===== src/rtl/fpu_issue.sv =====
// fpu_issue: single-op issue/sequencer in front of the fpu result-mux block.
// Accepts one FP op from execute, strobes the selected operator one-hot, waits
// for its result and hands data and tag back to writeback. Only one op is in
// flight at a time.
// Optional macro FPU_WDT_EN: adds a WAIT-state watchdog that returns an error
// response after TIMEOUT_CYC cycles without fpu_out_valid.
module fpu_issue #(
    parameter int TAG_W       = 6,
    parameter int TIMEOUT_CYC = 64
) (
    input  logic             clk,
    input  logic             rst,
    input  logic             req_valid,
    output logic             req_ready,
    input  logic [3:0]       req_op,
    input  logic [31:0]      req_a,
    input  logic [31:0]      req_b,
    input  logic [7:0]       req_cmp_op,
    input  logic [TAG_W-1:0] req_tag,
    output logic [9:0]       fpu_in_valid,
    input  logic             fpu_in_ready,
    output logic [31:0]      fpu_a,
    output logic [31:0]      fpu_b,
    output logic [7:0]       fpu_cmp_op,
    input  logic [31:0]      fpu_out,
    input  logic             fpu_out_valid,
    output logic             rsp_valid,
    input  logic             rsp_ready,
    output logic [31:0]      rsp_data,
    output logic [TAG_W-1:0] rsp_tag,
    output logic             rsp_err
);

    typedef enum logic [1:0] {IDLE, ISSUE, WAIT, DONE} state_t;
    state_t state;

`ifdef FPU_WDT_EN
    localparam int CNT_W = $clog2(TIMEOUT_CYC + 1);
    logic [CNT_W-1:0] wdt_cnt;
`else
    // Timeout only matters when the watchdog is built in.
    logic [31:0] wdt_unused;
    assign wdt_unused = 32'(TIMEOUT_CYC);
`endif

    // New work is only taken while nothing is in flight.
    assign req_ready = (state == IDLE);

    // Sequencer: accept, strobe operator until accepted, wait for result, hold response.
    always_ff @(posedge clk or posedge rst) begin
        if (rst) begin
            state        <= IDLE;
            fpu_in_valid <= '0;
            fpu_a        <= '0;
            fpu_b        <= '0;
            fpu_cmp_op   <= '0;
            rsp_valid    <= 1'b0;
            rsp_data     <= '0;
            rsp_tag      <= '0;
            rsp_err      <= 1'b0;
`ifdef FPU_WDT_EN
            wdt_cnt      <= '0;
`endif
        end else begin
            case (state)
                IDLE: begin
                    if (req_valid) begin
                        fpu_a      <= req_a;
                        fpu_b      <= req_b;
                        fpu_cmp_op <= req_cmp_op;
                        rsp_tag    <= req_tag;
                        if (req_op >= 4'd1 && req_op <= 4'd9) begin
                            fpu_in_valid <= 10'd1 << req_op;
                            state        <= ISSUE;
                        end else begin
                            // Illegal opcode: never touches an operator.
                            rsp_data  <= '0;
                            rsp_err   <= 1'b1;
                            rsp_valid <= 1'b1;
                            state     <= DONE;
                        end
                    end
                end
                ISSUE: begin
                    if (fpu_in_ready) begin
                        fpu_in_valid <= '0;
                        if (fpu_out_valid) begin
                            // Zero-latency operator answered in the accept cycle.
                            rsp_data  <= fpu_out;
                            rsp_err   <= 1'b0;
                            rsp_valid <= 1'b1;
                            state     <= DONE;
                        end else begin
                            state <= WAIT;
`ifdef FPU_WDT_EN
                            wdt_cnt <= '0;
`endif
                        end
                    end
                end
                WAIT: begin
                    if (fpu_out_valid) begin
                        rsp_data  <= fpu_out;
                        rsp_err   <= 1'b0;
                        rsp_valid <= 1'b1;
                        state     <= DONE;
                    end
`ifdef FPU_WDT_EN
                    else if (wdt_cnt == CNT_W'(TIMEOUT_CYC - 1)) begin
                        rsp_data  <= '0;
                        rsp_err   <= 1'b1;
                        rsp_valid <= 1'b1;
                        state     <= DONE;
                    end else begin
                        wdt_cnt <= wdt_cnt + CNT_W'(1);
                    end
`endif
                end
                DONE: begin
                    if (rsp_ready) begin
                        rsp_valid <= 1'b0;
                        state     <= IDLE;
                    end
                end
                default: state <= IDLE;
            endcase
        end
    end

endmodule

===== config.mk =====
export PLATFORM = sky130hd
export DESIGN_NAME = fpu_issue
export DESIGN_NICKNAME = d
export VERILOG_FILES = /design/src/rtl/fpu_issue.sv
export SDC_FILE = /design/constraint.sdc
export NUM_CORES = 1
export LEC_CHECK = 0
export CAP_MARGIN = 15
export CORE_MARGIN = 4
export CORE_UTILIZATION = 37
export DETAILED_ROUTE_END_ITERATION = 8
export PLACE_DENSITY = 0.8
export SYNTH_ARGS = -nofsm -noshare
export SYNTH_HDL_FRONTEND = slang
export SYNTH_SLANG_ARGS = --single-unit
export TNS_END_PERCENT = 5

===== constraint.sdc =====
create_clock -name clk -period 3.6 [get_ports clk]
set_input_delay 0.54 -clock clk [delete_from_list [all_inputs] [get_ports clk]]
set_output_delay 0.54 -clock clk [all_outputs]
set_load 0.005 [all_outputs]

==> summary.md <==
| Metric | Value |
|---|---|
| H-Tree Depth | `4` |
| Pins Over Slew Limit | `0` |
| Layout Cells excl Fill | `772` |
| Gr ovfl total | `0` |
| IO Port Bufs | `242` |
| CTS clock-pin slew for the worst setup and hold paths | `about 0.05 ns` |
| Minimum clock period after layout | `roughly 2.5 ns` |
| Outcome | `finished, final reports clean` |
| CTS tree | `built` |
| Crit-path cells | `clkdlybuf4s50_1 > or4_4 > and3_1 > or3_4 > a22o_1` |
| Pre-Repair DR Iteration Count | `4` |
| DR vias/cell | `4.843` |
| Post_cts resized | `0` |
| Seq/Total Area, Yosys | `a little over three fifths` |
| WL final | `roughly 13 mm` |
| DR DRC count | `0` |
| Antenna Violating Nets Remaining | `0` |
| WP depth | `5` |
| Main synth FF type | `dfrtp_1` |
| Global-route wire length before repair | `20.35 mm` |
| Final Wtd Congestion | `between 0.7 and 0.8` |
| Place WS | `around 0.7 ns` |
| Die ar. | `roughly 0.015 mm²` |
| Critical path arrival | `approximately 2.8 ns` |
| Post-synthesis cell area | `just under 0.005 mm²` |
| Post-synth EDFFs | `0` |
| Core Box Area | `between 0.01 and 0.015 mm²` |
| Routed vias | `around 3.7k` |
| # diodes | `0` |
| Syn avg cell area | `approximately 15 µm²` |
| Wirelength per Cell | `about 17 µm` |
| Post-synthesis sequential element count | `around 120` |
| CP Buf/Inv Count | `1` |
| Max-Cap Viols | `0` |
| Placed Cells | `~740` |
| Number of core rows | `42` |
| CP Max Fanout | `20` |
| Largest net degree at the start of global routing | `80` |
| Slew HR | `about 30%` |
| Most frequent cells in the layout | `242 x clkdlybuf4s50_1, 124 x dfrtp_1, 85 x mux2_2` |
| Hold depth | `1` |
| WP data required | `just under 4 ns` |
| Reg area | `~0.0031 mm²` |
| DPL Wire Length | `between 9 and 10 mm` |
| Clk Latency, worst-skew pair | `between 0.4 and 0.5 ns` |
| Unrepaired setup endpoints after global routing | `no` |
| Post-route worst setup slack | `1.108 ns` |
| Post-synthesis to final-layout area growth | `65.24%` |
| Post-layout net count | `a little over 700` |
| Slowest cell on crit path | `or3_4` |
| Power Density | `855.6 mW/mm²` |
| Chip Height | `123.7 µm` |
| Crit. End Element | `register` |
| Layout cells sized above 1 | `approximately 22%` |
| Root Driver | `clkbuf_16` |
| Mapped Nets | `about 460` |
| Crit path launch type | `input port` |
| Delay-heaviest family, CP | `simple AND/OR/NAND/NOR gates` |
| Pleak | `between 0.003 and 0.004 µW` |
| Initial antenna violation count | `0` |
| Yosys warns | `0` |
| Cells after synthesis | `between 300 and 400` |
| Setup TNS | `0 ns` |
| # hold bufs at CTS | `0` |
| FF-to-FF path depth | `6` |
| Least-Margin Pin Slew | `roughly 1.1 ns` |
| Vias in the first global route | `between 3k and 4k` |
| Worst VDD drop | `0.4469 mV` |
| Setup Viol. Count Final | `0` |
| Min-Delay Path Class | `reg -> reg` |
| Die W | `between 100 and 150 µm` |
| CP Class | `in -> reg` |
| Period Utilization, post-route | `between 60% and 70%` |
| Area of the multi-input gates | `roughly 0.0017 mm²` |
| Total global-route track usage | `between 15 and 20%` |
| Post-CTS Setup Bufs | `0` |
| Crit path largest cell delay | `0.58 ns` |
| Fmax | `around 400 MHz` |
| Iter 0 DRT Violations | `around 150` |
| Fin. Hold Viols | `0` |
| Clock skew | `~0.0051 ns` |
| Filler cells | `1028` |
| Num CTS Buffers | `17` |
| Commonest non-fill, non-tap cell in the layout | `clkdlybuf4s50_1` |
| FFs w/ async S/R, synth | `100.0%` |
| Maximum clock path buffer count | `2` |
| Starting Density | `37.55%` |
| Cell variety after synth | `34` |
| Io pins | `between 200 and 250` |
| Clock Sinks | `between 100 and 150` |
## synthesized netlist by cell type (2+ instances only)
library cell | count | area (µm²)
inv_1 | 8 | 30.03
buf_2 | 5 | 25.02
nor2b_1 | 2 | 12.51
buf_6 | 3 | 33.78
o31a_1 | 11 | 96.34
ha_1 | 6 | 75.07
clkbuf_1 | 5 | 18.77
a22o_1 | 20 | 175.2
mux2_2 | 85 | 957.2
and3_1 | 2 | 12.51
nand2b_1 | 5 | 31.28
buf_1 | 7 | 26.28
dfrtp_1 | 124 | 3103
a31o_2 | 11 | 96.34
o22ai_1 | 2 | 12.51
nor2_1 | 4 | 15.01
o21ai_0 | 4 | 20.02
nand3_1 | 6 | 30.03
nor3_1 | 6 | 30.03
nand3b_1 | 2 | 15.01
nand2_1 | 6 | 22.52
## routing by layer
layer | GRT usage (%) | wire, µm | vias to the layer above | share of wire, %
met5 | 0 | 0 | - | 0
met4 | 6.159 | 226 | 0 | 1.7
met3 | 7.856 | 1287 | 22 | 9.7
met2 | 29.74 | 6801 | 148 | 52
met1 | 18.99 | 4888 | 1845 | 37
li1 | - | - | 1724 | -
## path summary, 6_finish.rpt
check,to,from,slack [ns]
min in group asynchronous,fpu_b[29],rst,0.58
worst max register to register,rsp_data[29],state[0],1.13
worst min register to register,rsp_data[12],rsp_data[12],0.50
worst min-delay path,rsp_data[12],rsp_data[12],0.50
worst max-delay path,rsp_data[29],req_op[2],1.11
max in group asynchronous,fpu_b[26],rst,2.26
## stage by stage
stage               area (µm²)  hold slack, ns  total power, µW  util [%]
finish                    8185          0.4974             7003     62.06
global route              8185          0.5090             7444     62.06
CTS                       8185          0.5034             7093     62.06
detailed placement        7566          0.4837             5264     57.36
global placement          7566          0.4817             5166     57.36
floorplan                 4957          0.4880             3669         -
## worst reg2reg max path, cell delays in order (launching register included)
cell	delay (ns)
dfrtp_1	0.44
inv_1	0.13
ha_1	0.32
nand2b_1	0.15
nand3b_1	0.43
or3_4	0.66
a22o_1	0.22
## flip-flops by register name, indices dropped and copies added (netlist names)
name and count:
fpu_a 32, fpu_in_valid 10, rsp_err 1, state 2
fpu_b 32, rsp_data 32, rsp_tag 6, fpu_cmp_op 8
rsp_valid 1
## area by class of cell
cell class / instances / share of cell area (%)
multi-input combinational: 185 / 21.13
tap: 176 / 2.690
clock inverter: 6 / 1.636
timing repair buffer: 248 / 30.30
sequential: 124 / 37.91
inverter: 8 / 0.4127
clock buffer: 25 / 5.931
## logic make-up (layout without fill, tap and decap cells)
logic type | count (synthesis) | in the layout | share of synthesized area (%)
fa+ha+maj | 6 | 6 | 1.515
buf+inv | 28 | 287 | 2.703
compound gates | 55 | 55 | 9.220
mux | 86 | 86 | 19.53
simple gates | 38 | 38 | 4.395
flops | 124 | 124 | 62.64
## power by group
group | total [µW] | leakage, µW | switching (µW) | internal, µW
sequential | 2320 | 0.00153 | 312 | 2000
clock | 1790 | 0.000302 | 578 | 1210
combinational | 2900 | 0.00167 | 1040 | 1860
total | 7000 | 0.00350 | 1930 | 5070
Power figures use the tool's default switching activity.
